## config.mk

```make
export PLATFORM = sky130hd
export DESIGN_NAME = adc_frame_align_ctrl
export DESIGN_NICKNAME = d
export VERILOG_FILES = /design/src/rtl/adc_frame_align_ctrl.sv
export SDC_FILE = /design/constraint.sdc
export NUM_CORES = 1
export LEC_CHECK = 0
export BUFFER_PORTS_ARGS = -buffer_cell sky130_fd_sc_hd__buf_2
export CAP_MARGIN = 0
export CORE_MARGIN = 1
export CORE_UTILIZATION = 54
export DETAILED_ROUTE_END_ITERATION = 10
export PLACE_DENSITY = 0.82
export SYNTH_ARGS = -nofsm -noshare
export SYNTH_HDL_FRONTEND = slang
export SYNTH_SLANG_ARGS = --single-unit
```

## constraint.sdc

```tcl
create_clock -name DCO_2D -period 2.5 [get_ports DCO_2D]
set_input_delay 0 -clock DCO_2D [delete_from_list [all_inputs] [get_ports DCO_2D]]
set_output_delay 0 -clock DCO_2D [all_outputs]
set_load 0.01 [all_outputs]
```

## src/rtl/adc_frame_align_ctrl.sv

```systemverilog
// Frame-lane calibration and lock controller for an LTC2195 LVDS receiver.
// Sweeps the input delay over all 32 taps, loads the centre of the widest
// stable eye, bitslips until the frame word matches, then watches for lock loss.
module adc_frame_align_ctrl #(
  parameter logic [3:0]  FRAME_PATTERN = 4'b0011,
  parameter int unsigned SETTLE_CYC    = 16,
  parameter int unsigned CHECK_CYC     = 64,
  parameter int unsigned SLIP_WAIT     = 8,
  parameter int unsigned MAX_SLIPS     = 8,
  parameter int unsigned MIN_EYE       = 4,
  parameter int unsigned LOSS_CYC      = 4
) (
  input  logic       DCO_2D,
  input  logic       rst_n_in,
  input  logic       start,
  input  logic       idelay_rdy,
  input  logic [3:0] fr_in,
  output logic [4:0] delay_val,
  output logic       bitslip,
  output logic       busy,
  output logic       aligned,
  output logic       align_err,
  output logic       lock_lost,
  output logic [4:0] eye_start,
  output logic [5:0] eye_len,
  output logic [3:0] slip_cnt
);

  localparam logic [6:0] SettleLast = 7'(SETTLE_CYC - 1);
  localparam logic [6:0] CheckLast  = 7'(CHECK_CYC - 1);
  localparam logic [6:0] WaitLast   = 7'(SLIP_WAIT - 1);
  localparam logic [3:0] MaxSlips   = 4'(MAX_SLIPS);
  localparam logic [5:0] MinEye     = 6'(MIN_EYE);
  localparam logic [2:0] LossLast   = 3'(LOSS_CYC - 1);

  typedef enum logic [3:0] {
    StIdle, StWaitRdy, StSettle, StCheck, StScore, StCenter,
    StSlipSettle, StSlipCheck, StSlipWait, StLocked, StError
  } state_e;

  state_e     state_q, state_d;
  logic [6:0] cnt_q, cnt_d;
  logic [4:0] delay_val_q, delay_val_d;  // doubles as the sweep tap
  logic       bitslip_q, bitslip_d;
  logic       busy_q, busy_d;
  logic       aligned_q, aligned_d;
  logic       align_err_q, align_err_d;
  logic       lock_lost_q, lock_lost_d;
  logic [4:0] eye_start_q, eye_start_d;
  logic [5:0] eye_len_q, eye_len_d;
  logic [3:0] slip_cnt_q, slip_cnt_d;
  logic [4:0] cur_start_q, cur_start_d;
  logic [5:0] cur_len_q, cur_len_d;
  logic [3:0] ref_q, ref_d;
  logic       good_q, good_d;
  logic [2:0] miss_q, miss_d;
  logic       rdy_meta_q, rdy_sync_q;
  logic [5:0] run_len;
  logic [4:0] run_start;
  logic       restart;
  logic       abort;

  // True when w is any rotation of the aligned frame word.
  function automatic logic is_rot(input logic [3:0] w);
    return (w == FRAME_PATTERN) ||
           (w == {FRAME_PATTERN[0], FRAME_PATTERN[3:1]}) ||
           (w == {FRAME_PATTERN[1:0], FRAME_PATTERN[3:2]}) ||
           (w == {FRAME_PATTERN[2:0], FRAME_PATTERN[3]});
  endfunction

  // Next-state, sweep scoring, slip sequencing and registered-output values.
  always_comb begin
    state_d     = state_q;
    cnt_d       = cnt_q;
    delay_val_d = delay_val_q;
    bitslip_d   = 1'b0;
    align_err_d = align_err_q;
    lock_lost_d = lock_lost_q;
    eye_start_d = eye_start_q;
    eye_len_d   = eye_len_q;
    slip_cnt_d  = slip_cnt_q;
    cur_start_d = cur_start_q;
    cur_len_d   = cur_len_q;
    ref_d       = ref_q;
    good_d      = good_q;
    miss_d      = miss_q;
    run_len     = cur_len_q;
    run_start   = cur_start_q;
    restart     = 1'b0;
    abort       = 1'b0;

    unique case (state_q)
      StIdle:  restart = start;
      StWaitRdy: begin
        if (rdy_sync_q) begin
          delay_val_d = 5'd0;
          cnt_d       = 7'd0;
          cur_len_d   = 6'd0;
          state_d     = StSettle;
        end
      end
      StSettle: begin
        if (!rdy_sync_q) begin
          abort = 1'b1;
        end else if (cnt_q == SettleLast) begin
          cnt_d   = 7'd0;
          state_d = StCheck;
        end else begin
          cnt_d = cnt_q + 7'd1;
        end
      end
      StCheck: begin
        if (!rdy_sync_q) begin
          abort = 1'b1;
        end else begin
          if (cnt_q == 7'd0) begin
            ref_d  = fr_in;
            good_d = is_rot(fr_in);
          end else if (fr_in != ref_q) begin
            good_d = 1'b0;
          end
          if (cnt_q == CheckLast) begin
            cnt_d   = 7'd0;
            state_d = StScore;
          end else begin
            cnt_d = cnt_q + 7'd1;
          end
        end
      end
      StScore: begin
        if (!rdy_sync_q) begin
          abort = 1'b1;
        end else begin
          if (good_q) begin
            run_len     = cur_len_q + 6'd1;
            run_start   = (cur_len_q == 6'd0) ? delay_val_q : cur_start_q;
            cur_len_d   = run_len;
            cur_start_d = run_start;
          end else begin
            cur_len_d = 6'd0;
          end
          // A run is closed by a bad tap or by the end of the sweep; ties keep the earlier eye.
          if ((!good_q || (delay_val_q == 5'd31)) && (run_len > eye_len_q)) begin
            eye_start_d = run_start;
            eye_len_d   = run_len;
          end
          if (delay_val_q != 5'd31) begin
            delay_val_d = delay_val_q + 5'd1;
            state_d     = StSettle;
          end else begin
            state_d = StCenter;
          end
        end
      end
      StCenter: begin
        if (eye_len_q < MinEye) begin
          align_err_d = 1'b1;
          state_d     = StError;
        end else begin
          // Eye lies within 0..31, so start + len/2 never wraps.
          delay_val_d = eye_start_q + eye_len_q[5:1];
          cnt_d       = 7'd0;
          state_d     = StSlipSettle;
        end
      end
      StSlipSettle: begin
        if (cnt_q == SettleLast) begin
          cnt_d   = 7'd0;
          state_d = StSlipCheck;
        end else begin
          cnt_d = cnt_q + 7'd1;
        end
      end
      StSlipCheck: begin
        if (fr_in == FRAME_PATTERN) begin
          miss_d  = 3'd0;
          state_d = StLocked;
        end else if (slip_cnt_q == MaxSlips) begin
          align_err_d = 1'b1;
          state_d     = StError;
        end else begin
          bitslip_d  = 1'b1;
          slip_cnt_d = slip_cnt_q + 4'd1;
          cnt_d      = 7'd0;
          state_d    = StSlipWait;
        end
      end
      StSlipWait: begin
        if (cnt_q == WaitLast) begin
          cnt_d   = 7'd0;
          state_d = StSlipCheck;
        end else begin
          cnt_d = cnt_q + 7'd1;
        end
      end
      StLocked: begin
        if (start) begin
          restart = 1'b1;
        end else if (fr_in != FRAME_PATTERN) begin
          if (miss_q == LossLast) begin
            lock_lost_d = 1'b1;
            state_d     = StIdle;
          end else begin
            miss_d = miss_q + 3'd1;
          end
        end else begin
          miss_d = 3'd0;
        end
      end
      StError: restart = start;
      default: state_d = StIdle;
    endcase

    // Loss of IDELAYCTRL ready throws away the partial sweep.
    if (abort) begin
      eye_start_d = 5'd0;
      eye_len_d   = 6'd0;
      cur_len_d   = 6'd0;
      cnt_d       = 7'd0;
      state_d     = StWaitRdy;
    end

    if (restart) begin
      align_err_d = 1'b0;
      lock_lost_d = 1'b0;
      slip_cnt_d  = 4'd0;
      eye_start_d = 5'd0;
      eye_len_d   = 6'd0;
      cur_len_d   = 6'd0;
      state_d     = StWaitRdy;
    end

    busy_d    = !((state_d == StIdle) || (state_d == StLocked) || (state_d == StError));
    aligned_d = (state_d == StLocked);
  end

  // State and output registers; reset clears everything, truncating any bitslip pulse.
  always_ff @(posedge DCO_2D or negedge rst_n_in) begin
    if (!rst_n_in) begin
      state_q     <= StIdle;
      cnt_q       <= 7'd0;
      delay_val_q <= 5'd0;
      bitslip_q   <= 1'b0;
      busy_q      <= 1'b0;
      aligned_q   <= 1'b0;
      align_err_q <= 1'b0;
      lock_lost_q <= 1'b0;
      eye_start_q <= 5'd0;
      eye_len_q   <= 6'd0;
      slip_cnt_q  <= 4'd0;
      cur_start_q <= 5'd0;
      cur_len_q   <= 6'd0;
      ref_q       <= 4'd0;
      good_q      <= 1'b0;
      miss_q      <= 3'd0;
      rdy_meta_q  <= 1'b0;
      rdy_sync_q  <= 1'b0;
    end else begin
      state_q     <= state_d;
      cnt_q       <= cnt_d;
      delay_val_q <= delay_val_d;
      bitslip_q   <= bitslip_d;
      busy_q      <= busy_d;
      aligned_q   <= aligned_d;
      align_err_q <= align_err_d;
      lock_lost_q <= lock_lost_d;
      eye_start_q <= eye_start_d;
      eye_len_q   <= eye_len_d;
      slip_cnt_q  <= slip_cnt_d;
      cur_start_q <= cur_start_d;
      cur_len_q   <= cur_len_d;
      ref_q       <= ref_d;
      good_q      <= good_d;
      miss_q      <= miss_d;
      rdy_meta_q  <= idelay_rdy;
      rdy_sync_q  <= rdy_meta_q;
    end
  end

  assign delay_val = delay_val_q;
  assign bitslip   = bitslip_q;
  assign busy      = busy_q;
  assign aligned   = aligned_q;
  assign align_err = align_err_q;
  assign lock_lost = lock_lost_q;
  assign eye_start = eye_start_q;
  assign eye_len   = eye_len_q;
  assign slip_cnt  = slip_cnt_q;

endmodule

```

-- Word level (Yosys, flattened, before mapping)
Index checks and enable logic that the tools add are counted.
- input bits: 8
- bits in registers: 57
- multiplexer cells: 83
- order comparisons: 2
- reductions and logical operators: 39
- add/subtract/negate cells: 6
- eq/ne operators: 46
- operator list (kind ; number):
    two-way mux 6 bit ; 13
    two-way mux 4 bit ; 18
    two-way mux 7 bit ; 10
    two-way mux 5 bit ; 11
    case mux 7 bit (7 select lines) ; 1
    case mux 4 bit (10 select lines) ; 1
    equality test 4 bit, second input constant ; 8
    inequality test 3 bit, second input constant ; 10
    equality test 4 x 3 -> 1 bit, second input constant ; 5
    two-way mux 1 bit ; 17
    inequality test 2 bit, second input constant ; 8
    two-way mux 3 bit ; 5
    case mux 5 bit (3 select lines) ; 1
    AND reduction 3 bit ; 5
    nonzero test 3 bit ; 5
    equality test 4 x 2 -> 1 bit, second input constant ; 3
    case mux 6 bit (2 select lines) ; 1
    AND reduction 4 bit ; 3
    nonzero test 2 bit ; 6
    zero test 4 bit ; 2
    inequality test 4 bit, second input constant ; 2
    nonzero test 8 bit ; 1
    adder 7 x 1 -> 7 bit, second input constant ; 1
    equality test 7 x 3 -> 1 bit, second input constant ; 1
    other kinds (30) ; 38

-- Depth between registers and ports, before layout
Gate-level depths: netlist of run 1.
- depth in word-level cells: 11
- mapped depth: 12
- mapped depth without buffers: 11

-- Worst setup path after synthesis of run 1
OpenSTA, ideal clock, no wires.
- path kind: register to register
- start point: register cur_len_q[0]
- end point: register eye_len_q[1] (netlist: eye_len[1])
- stages on the path, launching flop included: 13
- path slack: 95 ps
- required time: 2375 ps
- library setup time: 125 ps
- buffers on the path: 1
- arrival: 2280 ps
- path through: dfrtp_1 inv_1 ha_1 nand2_1 o21ai_0 ha_1 nor2b_1 o21a_1 o21a_1 o21ai_0 a21oi_2 buf_4 mux2_2
- longest elaborated chain between the ends: 9
- elaborated cells on any way between the ends: 13
- classes of those cells: add/sub (1); order compare (1); mux (8); reduce/logical (3)
- ends and longest elaborated chain (item ; line ; source):
    from (decl) ; 53 ; logic [5:0] cur_len_q, cur_len_d;
    from (signal assigned) ; 271 ; cur_len_q <= cur_len_d;
    adder 6 x 1 -> 6 bit ; 135 ; run_len = cur_len_q + 6'd1;
    two-way mux 6 bit * ; 134 ; if (good_q) begin
    two-way mux 6 bit * ; 131 ; if (!rdy_sync_q) begin
    two-way mux 6 bit * ; 92 ; unique case (state_q)
    branches (longest 5 deep; another with greater-than comparator 6 bit) ; n/a ;
    to (signal assigned) ; 268 ; eye_len_q <= eye_len_d;
    to (decl) ; 50 ; logic [5:0] eye_len_q, eye_len_d;
Mark *: on every way between the ends. The select of a mux whose other input is x is not followed.
A chain may end at the register's enable or synchronous reset.

-- Worst setup path after layout of run 1
- start point: register cur_len_q[1]
- end point: register eye_len_q[2] (netlist: eye_len[2])
Same word-level chain as after synthesis.

==> flow_metrics.tcl, run 1 <==
set metrics [dict create \
    cts_buffer_depth 2 \
    max_slew.worst_pin.slew_ns 0.7675 \
    yosysUniqueCellTypes 68 \
    grt_overflow 0 \
    grt_max_degree 36 \
    min_period_ns 2.390 \
    path_class "register to register" \
    avgRoutedWirePerCell_um 16.38 \
    cts_max_level 3 \
    p_per_area_nw_per_um2 660.1 \
    drc 0 \
    fill_cells 528 \
    p_leak_uw 0.002126 \
    synth_warnings 0 \
    syn-num-nets 432 \
    die_w_um 85.63 \
    critPathMaxFanout 4 \
    cp.required_ns 2.73 \
    antenna_found_initial 0 \
    area_growth_syn_to_layout_pct 19.45 \
    fin_skew_ns 0.008950 \
    cts_sinks 57 \
    die_area_um2 7332 \
    crit_arrival_ns 2.62 \
    cts_tree "yes" \
    dr.pass1.iters 4 \
    synth_area_um2 3776 \
    crit_path_end_kind "register" \
    clkSlewWorstSetupHoldPaths_ns 0.07 \
    chipHeight_um 85.63 \
    io_buffers 32 \
    initial_core_util 0.5589 \
    synth-edff-count 0 \
    worstSetupStartpointType "register" \
    grtUsageTotal 0.2587 \
    drive_above_1_share 0.2704 \
    fin_nets 492 \
    vias 3214 \
    hpwl_um 6351 \
    routed_wirelength_um 8946 \
    maxCapViolCount 0 \
    status "finished clean" \
    fin_crit_sh 0.9560 \
    max_slew_margin 0.4884 \
    place.gp.congestion 0.8913 \
    diodes 0 \
    core-area_um2 6756 \
    dr.first_iter.drc_count 229 \
    viasPerCell 5.886 \
    fin_ws_ns 0.1099 \
    setup_viol 0 \
    cts_root_buffer "clkbuf_8" \
    hold_violations 0 \
    fmax_ghz 0.4184 \
    dp_slack_ns -0.03081 \
    rows 30 \
    synth-async-reset-ratio 1.000 \
    synth_flop_cell "dfrtp_1" \
    grt_pass1_wl_um 14620 \
    num_io_pins 33 \
    finalSetupTns_ns 0 \
    grt_pass1_vias 3178 \
    cts_buffers 9 \
    clkLatencyLatePin_ns 0.35 \
    syn_area_per_cell_um2 9.417 \
    holdCritPathClass "input port to register" \
    finalMaxSlewViolations 0 \
    ant_nets 0 \
    vdd_ir_drop_max_mv 0.5783 \
    synth-seq-cells 57 \
    netlist_instances 401 \
    final_util 0.6676 \
    ys_seq_area_frac 0.3777 \
]
-- final timing paths --
check | from | endpoint | slack (ns) | cells past startpoint
max in group asynchronous | rst_n_in | rdy_meta_q | 1.55 | 3
hold reg to reg | rdy_meta_q | rdy_sync_q | 0.37 | 0
hold / removal | start | state_q[0] | 0.18 | 3
min in group asynchronous | rst_n_in | eye_start[1] | 0.25 | 2
setup reg to reg | cur_len_q[1] | eye_len[2] | 0.11 | 12
setup / recovery | cur_len_q[1] | eye_len[2] | 0.11 | 12
-- Yosys cell counts (3+ instances only) --
| library cell | number | share of area |
|---|---|---|
| nor3_1 | 5 | 0.0066 |
| nor2_1 | 32 | 0.032 |
| mux2_4 | 3 | 0.012 |
| xnor2_1 | 16 | 0.037 |
| nand2_1 | 34 | 0.034 |
| mux2_2 | 15 | 0.045 |
| a21o_1 | 3 | 0.0060 |
| nand3b_1 | 4 | 0.0080 |
| and3_1 | 11 | 0.018 |
| a21oi_2 | 3 | 0.0070 |
| buf_2 | 4 | 0.0053 |
| nand4_1 | 4 | 0.0066 |
| and2_1 | 4 | 0.0066 |
| o21ai_0 | 35 | 0.046 |
| buf_6 | 3 | 0.0089 |
| nor3b_1 | 3 | 0.0060 |
| o31ai_1 | 3 | 0.0060 |
| inv_1 | 24 | 0.024 |
| ha_1 | 22 | 0.073 |
| mux2i_1 | 10 | 0.027 |
| nand2b_1 | 3 | 0.0050 |
| o21a_1 | 3 | 0.0060 |
| a31oi_1 | 7 | 0.012 |
| nand3_1 | 14 | 0.019 |
| xor2_1 | 4 | 0.0093 |
| dfrtp_1 | 57 | 0.38 |
| clkbuf_1 | 5 | 0.0050 |
| buf_4 | 5 | 0.0099 |
| nor2b_1 | 9 | 0.015 |
| a21oi_1 | 11 | 0.015 |
-- per-stage QoR --
| stage | instance area, um^2 | total power (uW) | hold slack (ns) | std cells |
|---|---|---|---|---|
| floorplan | 3776 | 1699 | -0.2956 | 401 |
| global placement | 4091 | 1916 | 0.1088 | 518 |
| detailed placement | 4091 | 1936 | 0.1098 | 518 |
| CTS | 4395 | 2943 | 0.1423 | 542 |
| global route | 4511 | 3136 | 0.1790 | 546 |
| finish | 4511 | 2977 | 0.1763 | 546 |
-- registers in the layout, indices dropped and copies added (netlist names), 3 cells and up --
signal,count
cur_start_q,5
cnt_q,7
delay_val,5
ref_q,4
slip_cnt,4
miss_q,3
eye_start,5
state_q,4
cur_len_q,6
eye_len,6
-- logic make-up (layout without fill, tap and decap cells) --
kind of cell             count (synthesis)  after routing  synth area share
AO/OA/AOI/OAI                           87             87            0.1461
XOR/XNOR                                20             20           0.04639
adder cells (fa/ha/maj)                 24             24           0.08118
buffers and inverters                   41            106           0.05302
flip-flops                              57             57            0.3777
multiplexers                            28             28           0.08317
AND/OR/NAND/NOR                        144            144            0.2124
-- metal layers --
layer	track usage	vias to the layer above	wire length [um]
met5	0	-	0
met4	0.1076	0	202
met3	0.05775	16	408
met2	0.4393	85	4429
met1	0.3192	1560	3906
li1	-	1553	-
-- layout make-up --
type	instances	area, um^2	share of cell area
Clock inverter	5	77.57	0.01720
Tap cell	80	100.1	0.02219
Timing Repair Buffer	66	434.2	0.09626
Clock buffer	11	151.4	0.03356
Inverter	24	90.09	0.01997
Multi-Input combinational cell	303	2230	0.4943
Sequential cell	57	1428	0.3165
-- where the power goes --
group,leakage (uW),internal (uW),switching (uW)
Sequential,0.000773,997,111
Combinational,0.00124,385,489
Clock,0.000115,611,383
-- placed cells by master, fill, tap and decap left out, types with 10 or more instances in the layout --
| master | n |
|---|---|
| dfrtp_1 | 56 |
| nand2_1 | 34 |
| o21ai_0 | 33 |
| nor2_1 | 32 |
| buf_2 | 32 |
| buf_4 | 27 |
| inv_1 | 22 |
| ha_1 | 19 |
| mux2_2 | 15 |
| nand3_1 | 13 |
| xnor2_1 | 13 |
| a21oi_1 | 11 |
| clkbuf_8 | 11 |
| mux2i_1 | 10 |
-- worst max-delay path: stages, from the launching register on --
cell and delay (ns):
dfrtp_1 0.42, inv_2 0.10, ha_4 0.20, nand2_1 0.06, o21ai_1 0.07, ha_1 0.30
nor2b_1 0.14, o21a_1 0.17, o21a_1 0.18, o21ai_2 0.14, a21oi_2 0.08, buf_4 0.15
mux2_2 0.26
-- timing repair --
action                     CTS  global route
hold buffers                 6             0
gates resized for setup      1            20
pin swaps                    1             5
hold endpoints to repair    39             0
buffers inserted             2             4
setup endpoints to repair   11            20
(Power assumes the default switching activity.)
==> run 2, diff against run 1 <==
Clock period 2.5 ns to 1.9 ns, I/O delays scaled along.
==> run 2 against run 1 <==
  * The flow now finishes with violations (setup timing)
  * Worst setup slack worse by 0.74 ns
  * Cell count up 15%
  * Global-route usage up 5.4 points
  * Design area up 18%
  * Die area unchanged
  * Non-clock buffer count up 80
  * Maximum frequency down 5.6%
  * Wire length up 27%
  * Critical path depth unchanged
  * Critical path type unchanged
  * Largest power group is now combinational cells
==> flow_metrics.tcl, run 2 (same netlist as run 1, synthesis figures left out) <==
set metrics [dict create \
    cp_slowest_stage_delay_ns 0.40 \
    grt_pass1_vias 3680 \
    drc 0 \
    cts_max_level 3 \
    hold_path_depth 3 \
    fin_nets 572 \
    finalMaxSlewViolations 0 \
    crit_arrival_ns 2.75 \
    cp.required_ns 2.12 \
    clkLatencyLatePin_ns 0.34 \
    die_area_um2 7332 \
    maxCapViolCount 0 \
    cts_tree "yes" \
    fin_ws_ns -0.6326 \
    startpoint "cur_len_q[0]" \
    fin_skew_ns 0.01121 \
    fmax_ghz 0.3948 \
    final_util 0.7891 \
    viasPerCell 5.906 \
    chipHeight_um 85.63 \
    dr.first_iter.drc_count 245 \
    cts_sinks 57 \
    fill_cells 397 \
    reg2reg_to "eye_len[1]" \
    final_common_cell "buf_4" \
    vdd_ir_drop_max_mv 0.5798 \
    path_class "register to register" \
    io_buffers 32 \
    place.gp.congestion 0.9198 \
    violations "setup timing" \
    rr_worst_depth 12 \
    clkSlewWorstSetupHoldPaths_ns 0.06 \
    crit_slowest_cell "dfrtp_1" \
    regArea_um2 1435 \
    critPathMaxFanout 6 \
    drive_above_1_share 0.4341 \
    diodes 0 \
    hold_violations 0 \
    p_per_area_nw_per_um2 783.9 \
    dr.pass1.iters 5 \
    design_area_um2 5331 \
    routed_wirelength_um 11390 \
    regMostFlops "cnt_q" \
    num_io_pins 33 \
    holdPathEnd "good_q" \
    multi_input_area_um2 2452 \
    largest_reg_flops 7 \
    status "finished with violations" \
    cts_buffer_depth 2 \
    grt_max_degree 58 \
    worstSetupStartpointType "register" \
    vias 3697 \
    max_slew.worst_pin.slew_ns 0.7464 \
    hpwl_um 7390 \
    area_growth_syn_to_layout_pct 41.19 \
    cts_buffers 9 \
    min_period_ns 2.533 \
    mostFrequentLayoutCells "100 x buf_4, 50 x dfrtp_1, 32 x nand2_1, 32 x buf_2, 30 x nor2_1" \
    core-area_um2 6756 \
    rows 30 \
    die_w_um 85.63 \
    holdCritPathClass "input port to register" \
    avgRoutedWirePerCell_um 18.20 \
    initial_core_util 0.5589 \
    rrSetupSlack_ns -0.63 \
    worstHoldStart "fr_in[3]" \
    crit_path_end_kind "register" \
    rr_startpoint "cur_len_q[0]" \
    setup_viol 19 \
    antenna_found_initial 0 \
    grt_pass1_wl_um 17790 \
    fin_crit_sh 1.333 \
    grtUsageTotal 0.3132 \
    whs_ns 0.05174 \
    crit_chain "inv_2 -> ha_4 -> nand2_2 -> o21ai_2 -> ha_1 -> nor2b_4 -> o21a_1 -> o21a_1 -> o21ai_2 -> a21oi_4 -> buf_12 -> mux2_4" \
    grt_overflow 0 \
    max_slew_margin 0.5024 \
    cts_root_buffer "clkbuf_8" \
    rsz0062_at_grt "true" \
    ant_nets 0 \
    place_area_um2 4762 \
    p_leak_uw 0.002542 \
]
==> run 2: worst max-delay path, delay by kind of cell (launching register included) <==
| family | cells | cell delay, ns |
|---|---|---|
| adder cells (fa/ha/maj) | 2 | 0.52 |
| multiplexers | 1 | 0.30 |
| flip-flops | 1 | 0.40 |
| AO/OA/AOI/OAI | 5 | 0.76 |
| buffers and inverters | 2 | 0.25 |
| AND/OR/NAND/NOR | 2 | 0.20 |
==> run 2: how the worst max path moves through the flow <==
stage,to,slack [ns]
detailed placement,eye_len[2],-0.67
global placement,eye_len[3],-0.51
global route,eye_len[2],-0.69
finish,eye_len[1],-0.63
CTS,eye_len[1],-0.55
floorplan,eye_len[1],-0.41
==> run 2: what timing repair did <==
item                       in CTS  in global routing
setup buffers                   3                  7
hold buffers                    6                  0
hold endpoints to repair       62                  0
resized for setup              27                 47
pin swaps                      14                 14
setup endpoints to repair      35                 38
==> run 2: through the flow <==
step	setup WS [ns]	cells	setup TNS (ns)	total power (uW)
2_1_floorplan	-0.4119	401	-4.409	2277
3_3_place_gp	-0.5081	596	-7.265	2887
3_5_place_dp	-0.6739	596	-9.838	2935
4_1_cts	-0.5460	621	-6.305	4034
5_1_grt	-0.6900	626	-9.171	4378
6_report	-0.6326	626	-7.530	4179
==> run 2: cell type report <==
cell class                      count  share of cell area
Multi-Input combinational cell    303              0.4600
Sequential cell                    57              0.2692
Timing Repair Buffer              146              0.2039
Clock buffer                       13             0.02793
Tap cell                           80             0.01877
Inverter                           24             0.01690
Clock inverter                      3            0.003286
==> run 2: routing by layer <==
layer / share of wire / GRT usage
met3: 0.038 / 0.04716
met4: 0.032 / 0.1500
met2: 0.52 / 0.5491
met5: 0 / 0
met1: 0.41 / 0.3781
==> run 2: report_power, final <==
group          leakage [uW]  switching [uW]  internal (uW)  total [uW]
sequential         0.000764             114           1320        1430
combinational       0.00169             923            835        1760
clock             0.0000834             485            505         991
total               0.00254            1520           2660        4180
==> run 3, diff against run 2 <==
Settings changed: REMOVE_ABC_BUFFERS set to 1.
==> run 3 against run 2 <==
  * The flow still finishes with violations (setup timing)
  * Sequential power about the same
  * Worst setup slack better by 0.034 ns
  * Global-route usage down 0.30 points
  * Die area unchanged
  * Sequential share of layout area down 0.68 points
  * Clock-buffer cell count up 1
  * Design area up 2.4%
  * Critical path depth unchanged
  * Total power up 11%
  * Cell count up 0.64%
  * Clock skew up 0.0031 ns
  * Critical endpoint unchanged
  * Largest cell class unchanged
==> flow_metrics.tcl, run 3 (same netlist as run 1, synthesis figures left out) <==
set metrics [dict create \
    fin_crit_sh 1.315 \
    finalMaxSlewViolations 0 \
    antenna_found_initial 0 \
    grt_max_degree 35 \
    hold_path_depth 3 \
    io_buffers 32 \
    grt_pass1_vias 3798 \
    cts_buffers 9 \
    grtUsageTotal 0.3101 \
    drc 0 \
    startpoint "cur_len_q[1]" \
    cts_buffer_depth 2 \
    fin_ws_ns -0.5988 \
    ant_nets 0 \
    diodes 0 \
    status "finished with violations" \
    grt_overflow 0 \
    num_io_pins 33 \
    largest_reg_flops 7 \
    p_leak_uw 0.002640 \
    setup_viol 32 \
    area_growth_syn_to_layout_pct 44.57 \
    clkSlewWorstSetupHoldPaths_ns 0.08 \
    die_w_um 85.63 \
    vdd_ir_drop_max_mv 0.6689 \
    cts_max_level 3 \
    regMostFlops "cnt_q" \
    min_period_ns 2.499 \
    max_slew.worst_pin.slew_ns 0.5722 \
    routed_wirelength_um 13300 \
    initial_core_util 0.5589 \
    rsz0062_at_grt "true" \
    fin_skew_ns 0.01430 \
    mostFrequentLayoutCells "100 x buf_4, 52 x dfrtp_1, 32 x buf_2" \
    crit_arrival_ns 2.74 \
    dp_slack_ns -0.6548 \
    fin_nets 576 \
    rr_worst_depth 12 \
    critPathMaxFanout 2 \
    worstHoldStart "fr_in[2]" \
    cp.required_ns 2.14 \
    fmax_ghz 0.4002 \
    hold_violations 0 \
    vias 4051 \
    worstSetupStartpointType "register" \
    path_class "register to register" \
    dr.pass1.iters 5 \
    cts_tree "yes" \
    clkLatencyLatePin_ns 0.35 \
    core-area_um2 6756 \
    whs_ns 0.07358 \
    cts_root_buffer "clkbuf_8" \
    drive_above_1_share 0.4527 \
    grt_pass1_wl_um 17600 \
    hpwl_um 7254 \
    rows 30 \
    avgRoutedWirePerCell_um 21.11 \
    cts_sinks 57 \
    max_slew_margin 0.6185 \
    violations "setup timing" \
    place.gp.congestion 0.9831 \
    rr_startpoint "cur_len_q[1]" \
    chipHeight_um 85.63 \
    holdCritPathClass "input port to register" \
    finalSetupTns_ns -9.309 \
    viasPerCell 6.430 \
    maxCapViolCount 0 \
    p_per_area_nw_per_um2 849.0 \
    final_common_cell "buf_4" \
    crit_path_end_kind "register" \
    dr.first_iter.drc_count 447 \
    die_area_um2 7332 \
]
run 3: cell types whose count changed in the layout (fill, tap and decap cells not counted), moves of 3 or more:
| cell | change |
|---|---|
| ha_2 | +4 |
| o21ai_2 | -4 |
| ha_1 | -3 |
| nor3b_1 | -3 |
| nor3b_2 | +3 |
| o21ai_0 | +3 |
run 3: critical path, cell delays in order (launching register included):
cell and delay, ns:
dfrtp_1 0.40, inv_2 0.08, ha_4 0.28, nand2_4 0.07, o21ai_4 0.10, ha_4 0.23, nor2b_4 0.12, o21a_1 0.18
o21a_1 0.20, o21ai_2 0.17, a21oi_2 0.10, buf_4 0.16, mux2_4 0.29
run 3: worst paths after layout:
check	to	slack [ns]
setup / recovery	eye_len[1]	-0.60
hold / removal	good_q	0.07
setup reg to reg	eye_len[1]	-0.60
hold reg to reg	rdy_sync_q	0.36
max in group asynchronous	state_q[0]	1.12
min in group asynchronous	cur_start_q[2]	0.18
run 3: what timing repair did:
item,CTS,global route
pin swaps,10,24
setup buffers,4,11
setup endpoints to repair,37,40
endpoints found under the hold margin,28,0
hold buffers,6,0
gates resized for setup,39,62
run 3: cell type report:
class / count / area [um^2]
Multi-Input combinational cell: 303 / 2496
Fill cell: 383 / 1297
Clock buffer: 14 / 172.7
Inverter: 24 / 90.09
Sequential cell: 57 / 1433
Clock inverter: 2 / 35.03
Tap cell: 80 / 100.1
Timing Repair Buffer: 150 / 1132
run 3: per-layer routing:
metal	up-vias	global-route usage	routed length, um
met3	114	0.06449	1001
met2	285	0.5607	6560
met1	1940	0.3547	4736
met4	0	0.1333	1001
met5	-	0	0
li1	1712	-	-
run 3: where the power goes:
| part | switching (uW) | total [uW] | internal (uW) |
|---|---|---|---|
| clock | 516 | 1230 | 713 |
| sequential | 142 | 1460 | 1320 |
| combinational | 1020 | 1950 | 925 |
run 3: metrics by stage:
stage / power [uW] / util / instance area [um^2] / std cells
3_3_place_gp: 2811 / 0.6937 / 4687 / 594
4_1_cts: 4218 / 0.7589 / 5127 / 620
5_1_grt: 4785 / 0.8080 / 5459 / 630
2_1_floorplan: 2160 / - / 3666 / 384
3_5_place_dp: 2868 / 0.6937 / 4687 / 594
6_report: 4635 / 0.8080 / 5459 / 630
